File: src/rtl/mem1_stage_nlane_pkg.sv
// Shared types and field widths for the N-lane MEM1 stage and its request arbiter.
package mem1_stage_nlane_pkg;

    typedef enum logic [1:0] {
        StIdle  = 2'd0,
        StIssue = 2'd1,
        StDrain = 2'd2
    } m1_state_e;

    localparam int unsigned MaxLanes = 4;
    localparam int unsigned DefBusW  = 160;
    localparam int unsigned DefFwdW  = 38;

    // Per-lane request field widths; lane i of a packed field vector sits at [i*W +: W].
    localparam int unsigned SizeW = 2;
    localparam int unsigned StrbW = 4;
    localparam int unsigned AddrW = 32;
    localparam int unsigned DataW = 32;

endpackage

File: src/rtl/mem1_stage_nlane_if.sv
// SRAM-like data request channel between MEM1 (master) and the data memory (slave).
interface mem1_stage_nlane_if;
    import mem1_stage_nlane_pkg::*;

    logic             data_sram_req;
    logic             data_sram_wr;
    logic [SizeW-1:0] data_sram_size;
    logic [StrbW-1:0] data_sram_wstrb;
    logic [AddrW-1:0] data_sram_addr;
    logic [DataW-1:0] data_sram_wdata;
    logic             data_uncache;
    logic             data_sram_addr_ok;

    modport master (
        output data_sram_req,
        output data_sram_wr,
        output data_sram_size,
        output data_sram_wstrb,
        output data_sram_addr,
        output data_sram_wdata,
        output data_uncache,
        input  data_sram_addr_ok
    );

    modport slave (
        input  data_sram_req,
        input  data_sram_wr,
        input  data_sram_size,
        input  data_sram_wstrb,
        input  data_sram_addr,
        input  data_sram_wdata,
        input  data_uncache,
        output data_sram_addr_ok
    );

endinterface

File: src/rtl/mem1_req_arbiter.sv
// Picks the lowest-index pending lane and muxes its request fields onto the shared channel.
module mem1_req_arbiter
    import mem1_stage_nlane_pkg::*;
#(
    parameter int unsigned LANES = 2
) (
    input  logic [LANES-1:0]       pend_i,
    input  logic [LANES-1:0]       wr_i,
    input  logic [LANES*SizeW-1:0] size_i,
    input  logic [LANES*StrbW-1:0] wstrb_i,
    input  logic [LANES*AddrW-1:0] addr_i,
    input  logic [LANES*DataW-1:0] wdata_i,
    input  logic [LANES-1:0]       uncache_i,
    output logic                   any_o,
    output logic [LANES-1:0]       pick_oh_o,
    output logic                   wr_o,
    output logic [SizeW-1:0]       size_o,
    output logic [StrbW-1:0]       wstrb_o,
    output logic [AddrW-1:0]       addr_o,
    output logic [DataW-1:0]       wdata_o,
    output logic                   uncache_o
);

    logic found;

    always_comb begin
        found     = 1'b0;
        pick_oh_o = '0;
        for (int i = 0; i < int'(LANES); i++) begin
            if (pend_i[i] && !found) begin
                pick_oh_o[i] = 1'b1;
                found        = 1'b1;
            end
        end
    end

    assign any_o = |pend_i;

    // One-hot AND-OR mux; all fields read zero when nothing is pending.
    always_comb begin
        wr_o      = 1'b0;
        size_o    = '0;
        wstrb_o   = '0;
        addr_o    = '0;
        wdata_o   = '0;
        uncache_o = 1'b0;
        for (int i = 0; i < int'(LANES); i++) begin
            if (pick_oh_o[i]) begin
                wr_o      = wr_i[i];
                size_o    = size_i[i*SizeW +: SizeW];
                wstrb_o   = wstrb_i[i*StrbW +: StrbW];
                addr_o    = addr_i[i*AddrW +: AddrW];
                wdata_o   = wdata_i[i*DataW +: DataW];
                uncache_o = uncache_i[i];
            end
        end
    end

endmodule

File: src/rtl/mem1_stage_nlane.sv
// N-lane EX->MEM2 pipeline register that serialises per-lane data requests over one channel,
// suppressing requests at and after an excepting lane and draining a presented request on flush.
module mem1_stage_nlane
    import mem1_stage_nlane_pkg::*;
#(
    parameter int unsigned LANES = 2,
    parameter int unsigned BUS_W = DefBusW,
    parameter int unsigned FWD_W = DefFwdW
) (
    input  logic                       clk_i,
    input  logic                       rst_i,
    input  logic [LANES-1:0]           es_to_m1s_valid_i,
    input  logic [LANES*BUS_W-1:0]     es_to_m1s_bus_i,
    input  logic [LANES*FWD_W-1:0]     es_fwd_i,
    input  logic [LANES-1:0]           es_ex_i,
    input  logic [LANES-1:0]           es_mem_req_i,
    input  logic [LANES-1:0]           es_mem_wr_i,
    input  logic [LANES*SizeW-1:0]     es_mem_size_i,
    input  logic [LANES*StrbW-1:0]     es_mem_wstrb_i,
    input  logic [LANES*AddrW-1:0]     es_mem_addr_i,
    input  logic [LANES*DataW-1:0]     es_mem_wdata_i,
    input  logic [LANES-1:0]           es_mem_uncache_i,
    output logic                       m1s_allowin_o,
    output logic                       m1s_ex_o,
    input  logic                       m2s_allowin_i,
    input  logic                       m1s_flush_i,
    input  logic                       m1s_stall_i,
    output logic [LANES-1:0]           m1s_valid_o,
    output logic                       m1s_ready_go_o,
    output logic [LANES-1:0]           m1s_to_m2s_valid_o,
    output logic [LANES*BUS_W-1:0]     m1s_to_m2s_bus_o,
    output logic [LANES-1:0]           m1s_issued_o,
    output logic [LANES*(FWD_W+1)-1:0] m1s_fwd_bus_o,
    output logic                       m1s_cancel_o,
    mem1_stage_nlane_if.master         dsram_io
);

    localparam int unsigned FwdLaneW = FWD_W + 1;

    m1_state_e                  state_q, state_d;
    logic [LANES-1:0]           valid_q, valid_d;
    logic [LANES*BUS_W-1:0]     bus_q, bus_d;
    logic [LANES*FwdLaneW-1:0]  fwd_q, fwd_d;
    logic [LANES-1:0]           ex_q, ex_d;
    logic [LANES-1:0]           wr_q, wr_d;
    logic [LANES*SizeW-1:0]     size_q, size_d;
    logic [LANES*StrbW-1:0]     wstrb_q, wstrb_d;
    logic [LANES*AddrW-1:0]     addr_q, addr_d;
    logic [LANES*DataW-1:0]     wdata_q, wdata_d;
    logic [LANES-1:0]           unc_q, unc_d;
    logic [LANES-1:0]           pend_q, pend_d;
    logic [LANES-1:0]           issued_q, issued_d;
    logic                       cancel_q, cancel_d;

    logic                       pend_any;
    logic [LANES-1:0]           pick_oh;
    logic                       arb_wr, arb_unc;
    logic [SizeW-1:0]           arb_size;
    logic [StrbW-1:0]           arb_wstrb;
    logic [AddrW-1:0]           arb_addr;
    logic [DataW-1:0]           arb_wdata;

    logic                       req, hs, addr_ok, no_valid, ready_go, allowin, kill, ex_acc;
    logic [LANES-1:0]           ex_mask;

    mem1_req_arbiter #(
        .LANES (LANES)
    ) u_arb (
        .pend_i    (pend_q),
        .wr_i      (wr_q),
        .size_i    (size_q),
        .wstrb_i   (wstrb_q),
        .addr_i    (addr_q),
        .wdata_i   (wdata_q),
        .uncache_i (unc_q),
        .any_o     (pend_any),
        .pick_oh_o (pick_oh),
        .wr_o      (arb_wr),
        .size_o    (arb_size),
        .wstrb_o   (arb_wstrb),
        .addr_o    (arb_addr),
        .wdata_o   (arb_wdata),
        .uncache_o (arb_unc)
    );

    // pend only changes on a handshake, so the picked lane is stable while ISSUE/DRAIN waits.
    assign addr_ok  = dsram_io.data_sram_addr_ok;
    assign req      = (state_q == StIdle) ? (pend_any && !m1s_stall_i) : 1'b1;
    assign hs       = req && addr_ok;
    assign no_valid = ~|valid_q;
    assign ready_go = no_valid || (!m1s_stall_i && !pend_any && (state_q != StDrain));
    assign allowin  = no_valid || (ready_go && m2s_allowin_i);

    always_comb begin
        ex_acc  = 1'b0;
        ex_mask = '0;
        for (int i = 0; i < int'(LANES); i++) begin
            ex_acc     = ex_acc | es_ex_i[i];
            ex_mask[i] = ex_acc;
        end
    end

    always_comb begin
        state_d  = state_q;
        valid_d  = valid_q;
        bus_d    = bus_q;
        fwd_d    = fwd_q;
        ex_d     = ex_q;
        wr_d     = wr_q;
        size_d   = size_q;
        wstrb_d  = wstrb_q;
        addr_d   = addr_q;
        wdata_d  = wdata_q;
        unc_d    = unc_q;
        pend_d   = pend_q;
        issued_d = issued_q;
        cancel_d = 1'b0;
        kill     = 1'b0;

        case (state_q)
            StDrain: begin
                if (addr_ok) begin
                    kill     = 1'b1;
                    cancel_d = 1'b1;
                    state_d  = StIdle;
                end
            end
            default: begin
                if (m1s_flush_i) begin
                    // A presented request may not be withdrawn, so wait it out in DRAIN.
                    if (req && !addr_ok) begin
                        state_d = StDrain;
                    end else begin
                        kill    = 1'b1;
                        state_d = StIdle;
                    end
                end else if (hs) begin
                    pend_d   = pend_q & ~pick_oh;
                    issued_d = issued_q | pick_oh;
                    state_d  = StIdle;
                end else if (req) begin
                    state_d = StIssue;
                end

                if (!m1s_flush_i && allowin) begin
                    valid_d  = es_to_m1s_valid_i;
                    issued_d = '0;
                    for (int i = 0; i < int'(LANES); i++) begin
                        if (es_to_m1s_valid_i[i]) begin
                            bus_d[i*BUS_W +: BUS_W]       = es_to_m1s_bus_i[i*BUS_W +: BUS_W];
                            fwd_d[i*FwdLaneW +: FwdLaneW] = {1'b1, es_fwd_i[i*FWD_W +: FWD_W]};
                            ex_d[i]                       = es_ex_i[i];
                            wr_d[i]                       = es_mem_wr_i[i];
                            size_d[i*SizeW +: SizeW]      = es_mem_size_i[i*SizeW +: SizeW];
                            wstrb_d[i*StrbW +: StrbW]     = es_mem_wstrb_i[i*StrbW +: StrbW];
                            addr_d[i*AddrW +: AddrW]      = es_mem_addr_i[i*AddrW +: AddrW];
                            wdata_d[i*DataW +: DataW]     = es_mem_wdata_i[i*DataW +: DataW];
                            unc_d[i]                      = es_mem_uncache_i[i];
                            pend_d[i]                     = es_mem_req_i[i] & ~ex_mask[i];
                        end else begin
                            bus_d[i*BUS_W +: BUS_W]       = '0;
                            fwd_d[i*FwdLaneW +: FwdLaneW] = '0;
                            ex_d[i]                       = 1'b0;
                            wr_d[i]                       = 1'b0;
                            size_d[i*SizeW +: SizeW]      = '0;
                            wstrb_d[i*StrbW +: StrbW]     = '0;
                            addr_d[i*AddrW +: AddrW]      = '0;
                            wdata_d[i*DataW +: DataW]     = '0;
                            unc_d[i]                      = 1'b0;
                            pend_d[i]                     = 1'b0;
                        end
                    end
                end
            end
        endcase

        if (kill) begin
            valid_d  = '0;
            pend_d   = '0;
            issued_d = '0;
            for (int i = 0; i < int'(LANES); i++) begin
                fwd_d[i*FwdLaneW + FWD_W] = 1'b0;
            end
        end
    end

    always_ff @(posedge clk_i or posedge rst_i) begin
        if (rst_i) begin
            state_q  <= StIdle;
            valid_q  <= '0;
            bus_q    <= '0;
            fwd_q    <= '0;
            ex_q     <= '0;
            wr_q     <= '0;
            size_q   <= '0;
            wstrb_q  <= '0;
            addr_q   <= '0;
            wdata_q  <= '0;
            unc_q    <= '0;
            pend_q   <= '0;
            issued_q <= '0;
            cancel_q <= 1'b0;
        end else begin
            state_q  <= state_d;
            valid_q  <= valid_d;
            bus_q    <= bus_d;
            fwd_q    <= fwd_d;
            ex_q     <= ex_d;
            wr_q     <= wr_d;
            size_q   <= size_d;
            wstrb_q  <= wstrb_d;
            addr_q   <= addr_d;
            wdata_q  <= wdata_d;
            unc_q    <= unc_d;
            pend_q   <= pend_d;
            issued_q <= issued_d;
            cancel_q <= cancel_d;
        end
    end

    assign m1s_allowin_o      = allowin;
    assign m1s_ready_go_o     = ready_go;
    assign m1s_ex_o           = |(ex_q & valid_q);
    assign m1s_valid_o        = valid_q;
    assign m1s_to_m2s_valid_o = valid_q & {LANES{ready_go && !m1s_flush_i}};
    assign m1s_to_m2s_bus_o   = bus_q;
    assign m1s_issued_o       = issued_q;
    assign m1s_fwd_bus_o      = fwd_q;
    assign m1s_cancel_o       = cancel_q;

    assign dsram_io.data_sram_req   = req;
    assign dsram_io.data_sram_wr    = arb_wr;
    assign dsram_io.data_sram_size  = arb_size;
    assign dsram_io.data_sram_wstrb = arb_wstrb;
    assign dsram_io.data_sram_addr  = arb_addr;
    assign dsram_io.data_sram_wdata = arb_wdata;
    assign dsram_io.data_uncache    = arb_unc;

endmodule

File: src/flat_wrapper.sv
// flat-port wrapper written by rule: the top's interface ports become plain ports
module mem1_stage_nlane_flat import mem1_stage_nlane_pkg::*;
#(
    parameter int unsigned LANES = 2,
    parameter int unsigned BUS_W = DefBusW,
    parameter int unsigned FWD_W = DefFwdW
)
  (clk_i, rst_i, es_to_m1s_valid_i, es_to_m1s_bus_i, es_fwd_i, es_ex_i, es_mem_req_i, es_mem_wr_i, es_mem_size_i, es_mem_wstrb_i, es_mem_addr_i, es_mem_wdata_i, es_mem_uncache_i, m1s_allowin_o, m1s_ex_o, m2s_allowin_i, m1s_flush_i, m1s_stall_i, m1s_valid_o, m1s_ready_go_o, m1s_to_m2s_valid_o, m1s_to_m2s_bus_o, m1s_issued_o, m1s_fwd_bus_o, m1s_cancel_o, dsram_io_data_sram_req, dsram_io_data_sram_wr, dsram_io_data_sram_size, dsram_io_data_sram_wstrb, dsram_io_data_sram_addr, dsram_io_data_sram_wdata, dsram_io_data_uncache, dsram_io_data_sram_addr_ok);
  mem1_stage_nlane_if dsram_io_i ();
  input  logic clk_i;
  input  logic rst_i;
  input  logic [LANES-1:0] es_to_m1s_valid_i;
  input  logic [LANES*BUS_W-1:0] es_to_m1s_bus_i;
  input  logic [LANES*FWD_W-1:0] es_fwd_i;
  input  logic [LANES-1:0] es_ex_i;
  input  logic [LANES-1:0] es_mem_req_i;
  input  logic [LANES-1:0] es_mem_wr_i;
  input  logic [LANES*SizeW-1:0] es_mem_size_i;
  input  logic [LANES*StrbW-1:0] es_mem_wstrb_i;
  input  logic [LANES*AddrW-1:0] es_mem_addr_i;
  input  logic [LANES*DataW-1:0] es_mem_wdata_i;
  input  logic [LANES-1:0] es_mem_uncache_i;
  output logic m1s_allowin_o;
  output logic m1s_ex_o;
  input  logic m2s_allowin_i;
  input  logic m1s_flush_i;
  input  logic m1s_stall_i;
  output logic [LANES-1:0] m1s_valid_o;
  output logic m1s_ready_go_o;
  output logic [LANES-1:0] m1s_to_m2s_valid_o;
  output logic [LANES*BUS_W-1:0] m1s_to_m2s_bus_o;
  output logic [LANES-1:0] m1s_issued_o;
  output logic [LANES*(FWD_W+1)-1:0] m1s_fwd_bus_o;
  output logic m1s_cancel_o;
  output wire logic [$bits(dsram_io_i.data_sram_req)-1:0] dsram_io_data_sram_req;
  output wire logic [$bits(dsram_io_i.data_sram_wr)-1:0] dsram_io_data_sram_wr;
  output wire logic [$bits(dsram_io_i.data_sram_size)-1:0] dsram_io_data_sram_size;
  output wire logic [$bits(dsram_io_i.data_sram_wstrb)-1:0] dsram_io_data_sram_wstrb;
  output wire logic [$bits(dsram_io_i.data_sram_addr)-1:0] dsram_io_data_sram_addr;
  output wire logic [$bits(dsram_io_i.data_sram_wdata)-1:0] dsram_io_data_sram_wdata;
  output wire logic [$bits(dsram_io_i.data_uncache)-1:0] dsram_io_data_uncache;
  input wire logic [$bits(dsram_io_i.data_sram_addr_ok)-1:0] dsram_io_data_sram_addr_ok;
  assign dsram_io_data_sram_req = dsram_io_i.data_sram_req;
  assign dsram_io_data_sram_wr = dsram_io_i.data_sram_wr;
  assign dsram_io_data_sram_size = dsram_io_i.data_sram_size;
  assign dsram_io_data_sram_wstrb = dsram_io_i.data_sram_wstrb;
  assign dsram_io_data_sram_addr = dsram_io_i.data_sram_addr;
  assign dsram_io_data_sram_wdata = dsram_io_i.data_sram_wdata;
  assign dsram_io_data_uncache = dsram_io_i.data_uncache;
  assign dsram_io_i.data_sram_addr_ok = dsram_io_data_sram_addr_ok;
  mem1_stage_nlane #(.LANES(LANES), .BUS_W(BUS_W), .FWD_W(FWD_W)) u_core (.clk_i(clk_i), .rst_i(rst_i), .es_to_m1s_valid_i(es_to_m1s_valid_i), .es_to_m1s_bus_i(es_to_m1s_bus_i), .es_fwd_i(es_fwd_i), .es_ex_i(es_ex_i), .es_mem_req_i(es_mem_req_i), .es_mem_wr_i(es_mem_wr_i), .es_mem_size_i(es_mem_size_i), .es_mem_wstrb_i(es_mem_wstrb_i), .es_mem_addr_i(es_mem_addr_i), .es_mem_wdata_i(es_mem_wdata_i), .es_mem_uncache_i(es_mem_uncache_i), .m1s_allowin_o(m1s_allowin_o), .m1s_ex_o(m1s_ex_o), .m2s_allowin_i(m2s_allowin_i), .m1s_flush_i(m1s_flush_i), .m1s_stall_i(m1s_stall_i), .m1s_valid_o(m1s_valid_o), .m1s_ready_go_o(m1s_ready_go_o), .m1s_to_m2s_valid_o(m1s_to_m2s_valid_o), .m1s_to_m2s_bus_o(m1s_to_m2s_bus_o), .m1s_issued_o(m1s_issued_o), .m1s_fwd_bus_o(m1s_fwd_bus_o), .m1s_cancel_o(m1s_cancel_o), .dsram_io(dsram_io_i));
endmodule
File: config.mk
export PLATFORM = sky130hd
export DESIGN_NAME = mem1_stage_nlane_flat
export DESIGN_NICKNAME = d
export VERILOG_FILES = /design/src/rtl/mem1_stage_nlane_pkg.sv /design/src/rtl/mem1_stage_nlane_if.sv /design/src/rtl/mem1_req_arbiter.sv /design/src/rtl/mem1_stage_nlane.sv /design/src/flat_wrapper.sv
export SDC_FILE = /design/constraint.sdc
export NUM_CORES = 1
export LEC_CHECK = 0
export ABC_AREA = 1
export ABC_CLOCK_PERIOD_IN_PS = 38800
export CAP_MARGIN = 30
export CORE_AREA = 2 2 396 398
export CTS_BUF_LIST = sky130_fd_sc_hd__clkbuf_8 sky130_fd_sc_hd__clkbuf_16
export CTS_CLUSTER_DIAMETER = 100
export CTS_CLUSTER_SIZE = 12
export DETAILED_ROUTE_END_ITERATION = 16
export DIE_AREA = 0 0 398 400
export GPL_TIMING_DRIVEN = 0
export PLACE_DENSITY = 0.33
export SYNTH_ARGS = -nofsm -noshare
export SYNTH_HDL_FRONTEND = slang
export SYNTH_SLANG_ARGS = --single-unit
File: constraint.sdc
create_clock -name clk_i -period 38.8 [get_ports clk_i]
set_input_delay 9.7 -clock clk_i [delete_from_list [all_inputs] [get_ports clk_i]]
set_output_delay 9.7 -clock clk_i [all_outputs]
set_load 0.01 [all_outputs]
* Word level (Yosys, flattened, before mapping)
Index checks and enable logic that the tools add are counted.
** Storage, ports and cells
- Flip-flop bits (word level) :: 553
- Output and inout bits :: 481
** Operators by class
- Eq/ne operators :: 5
- Bitwise operators :: 11
- Reductions and logical operators :: 28
- Multiplexer cells :: 63
** Operators by type and width (number)
- two-way mux 160 bit :: 2
- two-way mux 32 bit :: 8
- two-way mux 78 bit :: 2
- two-way mux 39 bit :: 2
- two-way mux 2 bit :: 23
- two-way mux 1 bit :: 22
- two-way mux 4 bit :: 4
- logical AND 1 bit :: 9
- bitwise AND 2 bit :: 3
- logical NOT 1 bit :: 6
- AND reduction 2 bit :: 3
- OR reduction 2 bit :: 3
- != test 2 bit (second input constant) :: 2
- nonzero test 4 bit :: 1
- != test 3 x 1 -> 1 bit (second input constant) :: 1
- NOT 1 bit :: 3
- AND reduction 3 bit :: 1
- nonzero test 3 bit :: 1
- bitwise AND 1 bit :: 2
- equality test 2 bit (second input constant) :: 1
- logical NOT 2 bit :: 1
- logical OR 1 bit :: 2
- != test 2 x 1 -> 1 bit (second input constant) :: 1
- NOT 2 bit :: 1
- 3 further kinds :: 3

* Depth between registers and ports, before layout
Gate-level depths: netlist (run 1).
- Word-level depth :: 11
- Depth in mapped cells :: 12
- Depth with buffers taken out :: 11

* Hierarchy
A second synthesis (run 1) with hierarchy kept.
** Unflattened totals
- Cell total of the unflattened synthesis :: 2741
- Area total of the unflattened synthesis :: 23921.7 sq um
** By module, submodules not included
- mem1_stage_nlane :: instances 1, sequential area each 13838.3 sq um, cells each 2497, area an instance 22751.8 sq um
- mem1_req_arbiter :: instances 1, sequential area each 0.0 sq um, cells each 244, area an instance 1169.9 sq um

* Worst setup path after synthesis (run 1)
Ideal clock, no wire load.
- Path kind :: in2out
- Start :: in m1s_stall_i
- End :: out m1s_to_m2s_valid_o[0]
- Setup slack :: 18922 ps
- Arrival time :: 10178 ps
- Stages :: 5
- Path buffers :: 0
- Path through :: inv_1 -> nand3_1 -> nand2_1 -> nand2_1 -> nor2_1
** On the way
- Word-level cells in the longest chain between the ends :: 6
** RTL lines
- from (decl) :: line flat_wrapper.sv:27 : input logic m1s_stall_i;
- logical NOT 1 bit :: line mem1_stage_nlane.sv:91 : assign ready_go = no_valid || (!m1s_stall_i && !pend_any && (state_q != StDrain));
- logical AND 1 bit (2 in a row) :: line mem1_stage_nlane.sv:91
- logical OR 1 bit :: line mem1_stage_nlane.sv:91
- net m1s_ready_go_o :: line flat_wrapper.sv:29 : output logic m1s_ready_go_o;
- logical AND 1 bit :: line mem1_stage_nlane.sv:225 : assign m1s_to_m2s_valid_o = valid_q & {LANES{ready_go && !m1s_flush_i}};
- bitwise AND 2 bit :: line mem1_stage_nlane.sv:225
- to (decl) :: line flat_wrapper.sv:30 : output logic [LANES-1:0] m1s_to_m2s_valid_o;
The timed path passes the listed nets, and every way through them passes these cells.

* Final worst setup path (run 1)
- Start :: in m1s_stall_i
- End :: out m1s_to_m2s_valid_o[1]
** On the way
- Word-level cells in the longest chain between the ends :: 6
** RTL lines (line)
- logical NOT 1 bit :: mem1_stage_nlane.sv:91
- logical AND 1 bit (2 in a row) :: mem1_stage_nlane.sv:91
- logical OR 1 bit :: mem1_stage_nlane.sv:91
- logical AND 1 bit :: mem1_stage_nlane.sv:225
- bitwise AND 2 bit :: mem1_stage_nlane.sv:225
No other way between the ends.

==> summary.txt, run 1 <==
Slew @ Worst Pin = 0.971 ns
Rel. slew slack = 0.353
startpoint types = input port
post-synth top area cell = dfrtp_1
initial antenna violation count = 43
clock root cell = clkbuf_16
unrepaired setup endpoints after global routing = no
synth-to-layout area growth = 63.1%
syn_nets = 3115
Hold Path Class = reg2reg
Pre-antenna DRT Iters = 5
Final Core Density = 0.243
GRT Total Usage = 0.176
CP max stage cell = clkdlybuf4s50_1
CTS tree = done
Compound-Gate Fraction of Synth Area = 0.139
Die Ht = 400 um
final setup margin = 17.78 ns
top area cells in the synthesized netlist = dfrtp_1 60%, nand3_1 12%, o21ai_0 12%
Largest stage delay, worst path = 0.70 ns
Mapped Cells = 2563
power per cell area = 51.0 mW/mm^2
post-synth cell types = 20
# Post-CTS Setup Buffers = 0
GR Overflow Total = 0
full die area = 0.159 mm^2
wire per inst = 25.5 um
Cell Rows = 145
total number of yosys warnings = 0
Die X = 398 um
hold buffers post-CTS = 0
Critical Path Fanout Max = 2
Initial Util = 0.149
Pleak = 16.5 nW
vias in the first global route = 24100
vias per cell = 4.06
CP Data Arrival Time = 11.32 ns
Hold Slack = 0.477 ns
Critical Path End Type = output port
DP Worst Slack = 17.70 ns
non-filler cells, final = 5745
Mean Syn Cell Area = 9.04 um^2
placed insts = 5661
minimum clock period = 21.02 ns
fillers = 16900
Worst Path Required = 29.10 ns
CTS resizes = 0
total core area = 0.155 mm^2
crit path kind = in2out
Detail Placement HPWL = 114000 um
run status = finished clean
Post-Synth Simple-Gate Area = 0.191
setup TNS = 0 ns
initial drt markers = 1388
Seq/Total Area, Yosys = 0.598
Clock Skew = 0.0406 ns
FF+latch area = 0.0138 mm^2
xor and xnor fraction of the mapped netlist area = 0
H-Tree Depth = 2
DRC violations left = 0
Max Freq = 47.6 MHz
first-pass GRT wire length = 198000 um
clock latency on the worst-skew pair = 0.66 ns
crit path cell chain = clkdlybuf4s50_1, inv_1, nand3_1, nand2_1, nand2_1, nor2_1, clkdlybuf4s50_1
Yosys top cell area share = 0.598
Mapped Area = 0.0232 mm^2
Final nets = 4211
Final Slew Violations = 0
number of synthesized register bits = 553
Hold Vio Cnt, Final = 0
ratio of final minimum period to clock period = 0.542
Num Clock Sinks = 553
largest family of logic cells by synthesized area = simple AND/OR/NAND/NOR gates
worst vdd ir = 25.0 uV
layout cells sized above 1 = 0.0417
num ports = 1033
multiplexer share of the synthesized area = 0
area of the multi-input gates = 0.00764 mm^2
IO buf count = 1031
CTS clock-pin slew for the worst setup and hold paths = 0.07 ns
total CTS buffers = 54
Max-Cap Viols = 0
Antenna Nets Post-Route = 0
adder-cell share of the synthesized area = 0
largest net degree at the start of global routing = 105
GPL Wtd Cong = 0.821
vias after detailed routing = 23300
Setup-failing EPs final = 0
final WL = 146000 um
Longest Clk Path Bufs = 3
==> layout make-up <==
cell class / instances / share of cell area
sequential: 553 / 0.366
timing repair buffer: 1040 / 0.279
multi-input combinational: 1612 / 0.202
tap: 2058 / 0.0682
clock buffer: 55 / 0.0364
buffer: 238 / 0.0287
inverter: 160 / 0.0161
clock inverter: 12 / 0.00186
antenna: 17 / 0.00113
==> cells in the final DEF (no fill, tap or decap) <==
master           count
nand3_1            546
buf_8                3
nand2_2              3
o22ai_1             74
clkdlybuf4s50_1   1031
nor2_4               1
clkbuf_1           166
buf_2               35
nor2_1               7
buf_6                3
clkinv_2             3
o31ai_1              1
buf_16               6
diode_2             17
o211ai_1             2
nand4_1              2
clkbuf_16           55
buf_4               33
clkinvlp_4           3
o21ai_0            545
inv_6                2
clkbuf_2             1
inv_1              160
nor2_2               1
nand2_1            429
inv_8                1
and3_1               1
dfrtp_1            553
inv_2                3
==> worst max-delay path: cells and delay by family <==
kind,cells,cell delay (ns)
buffers and inverters,3,1.23
and+or+nand+nor,4,0.38
==> report_power, final <==
group / internal (W) / total [W] / switching (W)
logic: 0.000292 / 0.000647 / 0.000355
registers: 0.000706 / 0.000767 / 0.0000618
clock network: 0.000251 / 0.000510 / 0.000259
total: 0.00125 / 0.00192 / 0.000676
==> synth_stat cells (all sizes together) <==
library cell / instances
dfrtp: 553
and3: 1
nand4: 2
o21ai: 545
nand3: 546
o211ai: 2
buf: 71
nor2: 9
o22ai: 74
o31ai: 1
inv: 160
nand2: 432
clkbuf: 167
==> cells by family after synthesis <==
logic type / Yosys count
simple gates: 990
compound gates: 622
flops: 553
buf+inv: 398
==> metrics by stage <==
step | power (W) | instance area [um^2]
final | 0.00192 | 37800
after global routing | 0.00204 | 37700
after CTS | 0.00197 | 37700
after detailed placement | 0.00144 | 36300
after global placement | 0.00144 | 36100
after floorplan | 0.00101 | 23200
==> state kept, by name, indices dropped and copies added, names as in the netlist <==
register	flops
u_core.wr_q	2
u_core.m1s_issued_o	2
u_core.wdata_q	64
u_core.pend_q	2
u_core.size_q	4
u_core.m1s_valid_o	2
u_core.m1s_to_m2s_bus_o	320
u_core.ex_q	2
u_core.m1s_fwd_bus_o	78
u_core.addr_q	64
u_core.unc_q	2
u_core.wstrb_q	8
u_core.state_q	2
u_core.m1s_cancel_o	1
==> worst paths after layout <==
| path | slack (ns) | to | depth (start not counted) | from |
|---|---|---|---|---|
| max in group asynchronous | 27.70 | u_core.m1s_to_m2s_bus_o[96]$_DFFE_PP0P_ | 4 | rst_i |
| hold / removal | 0.48 | u_core.m1s_fwd_bus_o[38]$_DFFE_PP0P_ | 2 | u_core.m1s_fwd_bus_o[38]$_DFFE_PP0P_ |
| hold reg to reg | 0.48 | u_core.m1s_fwd_bus_o[38]$_DFFE_PP0P_ | 2 | u_core.m1s_fwd_bus_o[38]$_DFFE_PP0P_ |
| setup reg to reg | 35.96 | u_core.m1s_fwd_bus_o[22]$_DFFE_PP0P_ | 6 | u_core.state_q[0]$_DFFE_PP0P_ |
| min in group asynchronous | 9.52 | u_core.m1s_to_m2s_bus_o[258]$_DFFE_PP0P_ | 2 | rst_i |
| setup / recovery | 17.78 | m1s_to_m2s_valid_o[1] | 7 | m1s_stall_i |
==> metal layers <==
metal,up-vias,global-route usage,part of all wire
met5,-,0,0.0016
met4,36,0.0409,0.021
met3,171,0.0566,0.080
met2,756,0.308,0.50
met1,11500,0.209,0.40
li1,10800,-,-
(Power assumes the default switching activity.)
==> run 2: changes to the inputs <==
--- a/config.mk
+++ b/config.mk
@@ -6,7 +6,7 @@
 export NUM_CORES = 1
 export LEC_CHECK = 0
 export ABC_AREA = 1
-export ABC_CLOCK_PERIOD_IN_PS = 38800
+export ABC_CLOCK_PERIOD_IN_PS = 19700
 export CAP_MARGIN = 30
 export CORE_AREA = 2 2 396 398
 export CTS_BUF_LIST = sky130_fd_sc_hd__clkbuf_8 sky130_fd_sc_hd__clkbuf_16
==> constraint.sdc (replaced) <==
create_clock -name clk_i -period 19.7 [get_ports clk_i]
set_input_delay 4.925 -clock clk_i [delete_from_list [all_inputs] [get_ports clk_i]]
set_output_delay 4.925 -clock clk_i [all_outputs]
set_load 0.01 [all_outputs]
==> summary.txt, run 2 (synthesized netlist as in run 1, its figures left out) <==
hold buffers post-CTS = 0
Design Power = 0.00384 W
Slew @ Worst Pin = 0.958 ns
CTS resizes = 0
Hold Slack = 0.490 ns
Setup-failing EPs final = 0
startpoint types = input port
Rel. slew slack = 0.361
CTS clock-pin slew for the worst setup and hold paths = 0.06 ns
minimum clock period = 11.52 ns
clock latency on the worst-skew pair = 0.65 ns
Antenna Nets Post-Route = 0
DRC violations left = 0
full die area = 0.159 mm^2
Die Ht = 400 um
Max Freq = 86.8 MHz
Cell Rows = 145
initial drt markers = 1357
GPL Wtd Cong = 0.808
Longest Clk Path Bufs = 3
met2 Usage GRT = 0.307
first-pass GRT wire length = 198000 um
synth-to-layout area growth = 64.7%
Num Clock Sinks = 553
reg2reg setup slack = 16.91 ns
Critical Path End Type = output port
total core area = 0.155 mm^2
origin of the critical flop-to-flop path = u_core.state_q[0]$_DFFE_PP0P_
Worst Path Required = 14.78 ns
initial antenna violation count = 45
wire per inst = 25.0 um
Hold Path Class = reg2reg
ratio of final minimum period to clock period = 0.585
hold path endpoint = u_core.m1s_fwd_bus_o[77]$_DFFE_PP0P_
Final nets = 4227
layout cells sized above 1 = 0.0464
H-Tree Depth = 2
Pleak = 16.6 nW
r2r endpoint = u_core.m1s_fwd_bus_o[21]$_DFFE_PP0P_
power per cell area = 101 mW/mm^2
most frequent cells in the layout = 1031 x clkdlybuf4s50_1, 553 x dfrtp_1, 546 x nand3_1
IO buf count = 1031
vias after detailed routing = 23500
busiest grt layer = met2
hold depth = 2
met1 Use GR = 0.202
Critical Path Fanout Max = 2
FF+latch area = 0.0138 mm^2
clock root cell = clkbuf_16
num ports = 1033
worst vdd ir = 55.2 uV
run status = finished clean
origin of the worst min-delay path = u_core.m1s_fwd_bus_o[77]$_DFFE_PP0P_
vias per cell = 4.07
CP Data Arrival Time = 6.60 ns
GRT Total Usage = 0.174
Hold Vio Cnt, Final = 0
most common cell after layout, fill and taps aside = clkdlybuf4s50_1
largest net degree at the start of global routing = 36
setup TNS = 0 ns
unrepaired setup endpoints after global routing = no
Clock Skew = 0.0253 ns
fillers = 16900
Detail Placement HPWL = 114000 um
crit path kind = in2out
CTS tree = done
Max-Cap Viols = 0
final WL = 144000 um
GR Overflow Total = 0
total CTS buffers = 55
# Post-CTS Setup Buffers = 0
vias in the first global route = 24600
reg2reg path depth = 6
Die X = 398 um
Pre-antenna DRT Iters = 7
area of the multi-input gates = 0.00764 mm^2
GR Util met3 = 0.0558
Final Slew Violations = 0
Initial Util = 0.149
max FFs per register = 320
## run 2: cell types whose count changed in the layout (fill, tap and decap cells not counted), moves of 2 or more
cell,previous run,this run
buf_12,0,18
buf_16,6,1
diode_2,17,20
buf_8,3,5
bufinv_16,0,2
clkbuf_16,55,57
clkinv_2,3,1
inv_6,2,0
## run 2: worst max-delay path by stage
stage	start	to	slack, ns	depth (start not counted)
after floorplan	rst_i	u_core.addr_q[0]$_DFFE_PP0P_	7.25	1
after global placement	rst_i	u_core.m1s_to_m2s_bus_o[170]$_DFFE_PP0P_	1.39	2
after detailed placement	m1s_stall_i	m1s_to_m2s_valid_o[1]	8.08	7
after CTS	m1s_stall_i	m1s_to_m2s_valid_o[1]	8.07	7
after global routing	m1s_stall_i	m1s_to_m2s_valid_o[1]	8.03	7
final	m1s_stall_i	m1s_to_m2s_valid_o[1]	8.18	7
## run 2: layout make-up
class / count / share of cell area
Sequential cell: 553 / 0.363
Tap cell: 2058 / 0.0675
Timing Repair Buffer: 1055 / 0.283
Buffer: 238 / 0.0284
Clock buffer: 58 / 0.0378
Clock inverter: 11 / 0.00312
Inverter: 160 / 0.0158
Antenna cell: 20 / 0.00131
Multi-Input combinational cell: 1612 / 0.200
## run 2: critical path: stages
cell and delay [ns]:
clkdlybuf4s50_1 0.44, inv_1 0.09, nand3_1 0.08, nand2_1 0.10
nand2_1 0.08, nor2_1 0.18, clkdlybuf4s50_1 0.71
## run 2: stage by stage
| step | instance area [um^2] | util | std cells | setup slack, ns |
|---|---|---|---|---|
| after floorplan | 23200 | - | 2563 | 7.25 |
| after global placement | 36100 | 0.232 | 5652 | 1.39 |
| after detailed placement | 36500 | 0.235 | 5676 | 8.08 |
| after CTS | 38100 | 0.246 | 5745 | 8.07 |
| after global routing | 38100 | 0.246 | 5755 | 8.03 |
| final | 38100 | 0.246 | 5765 | 8.18 |
## run 2: power breakdown
group	switching, W	leakage (nW)	internal (W)
combinational	0.000694	8.63	0.000579
sequential	0.000125	7.22	0.00139
clock	0.000507	0.768	0.000541
total	0.00133	16.6	0.00251
## run 2: per-layer routing
| layer | routed length, um | vias to the layer above |
|---|---|---|
| met2 | 73000 | 729 |
| li1 | - | 10900 |
| met3 | 11700 | 171 |
| met5 | 234 | - |
| met4 | 3280 | 36 |
| met1 | 56100 | 11600 |
==> run 3: changes to the inputs <==
--- a/config.mk
+++ b/config.mk
@@ -6,7 +6,7 @@
 export NUM_CORES = 1
 export LEC_CHECK = 0
 export ABC_AREA = 1
-export ABC_CLOCK_PERIOD_IN_PS = 19700
+export ABC_CLOCK_PERIOD_IN_PS = 10700
 export CAP_MARGIN = 30
 export CORE_AREA = 2 2 396 398
 export CTS_BUF_LIST = sky130_fd_sc_hd__clkbuf_8 sky130_fd_sc_hd__clkbuf_16
==> constraint.sdc (replaced) <==
create_clock -name clk_i -period 10.7 [get_ports clk_i]
set_input_delay 2.675 -clock clk_i [delete_from_list [all_inputs] [get_ports clk_i]]
set_output_delay 2.675 -clock clk_i [all_outputs]
set_load 0.01 [all_outputs]
==> results of run 3 <==
The final DEF is identical to that of run 2. Status: finished clean.
Among the figures that moved: setup slack after placement 8.08 ns -> 3.58 ns; setup slack after layout 8.18 ns -> 3.68 ns; register-to-register setup slack 16.91 ns -> 7.91 ns; total power 0.00384 W -> 0.00706 W; worst IR drop on VDD 55.2 uV -> 102 uV
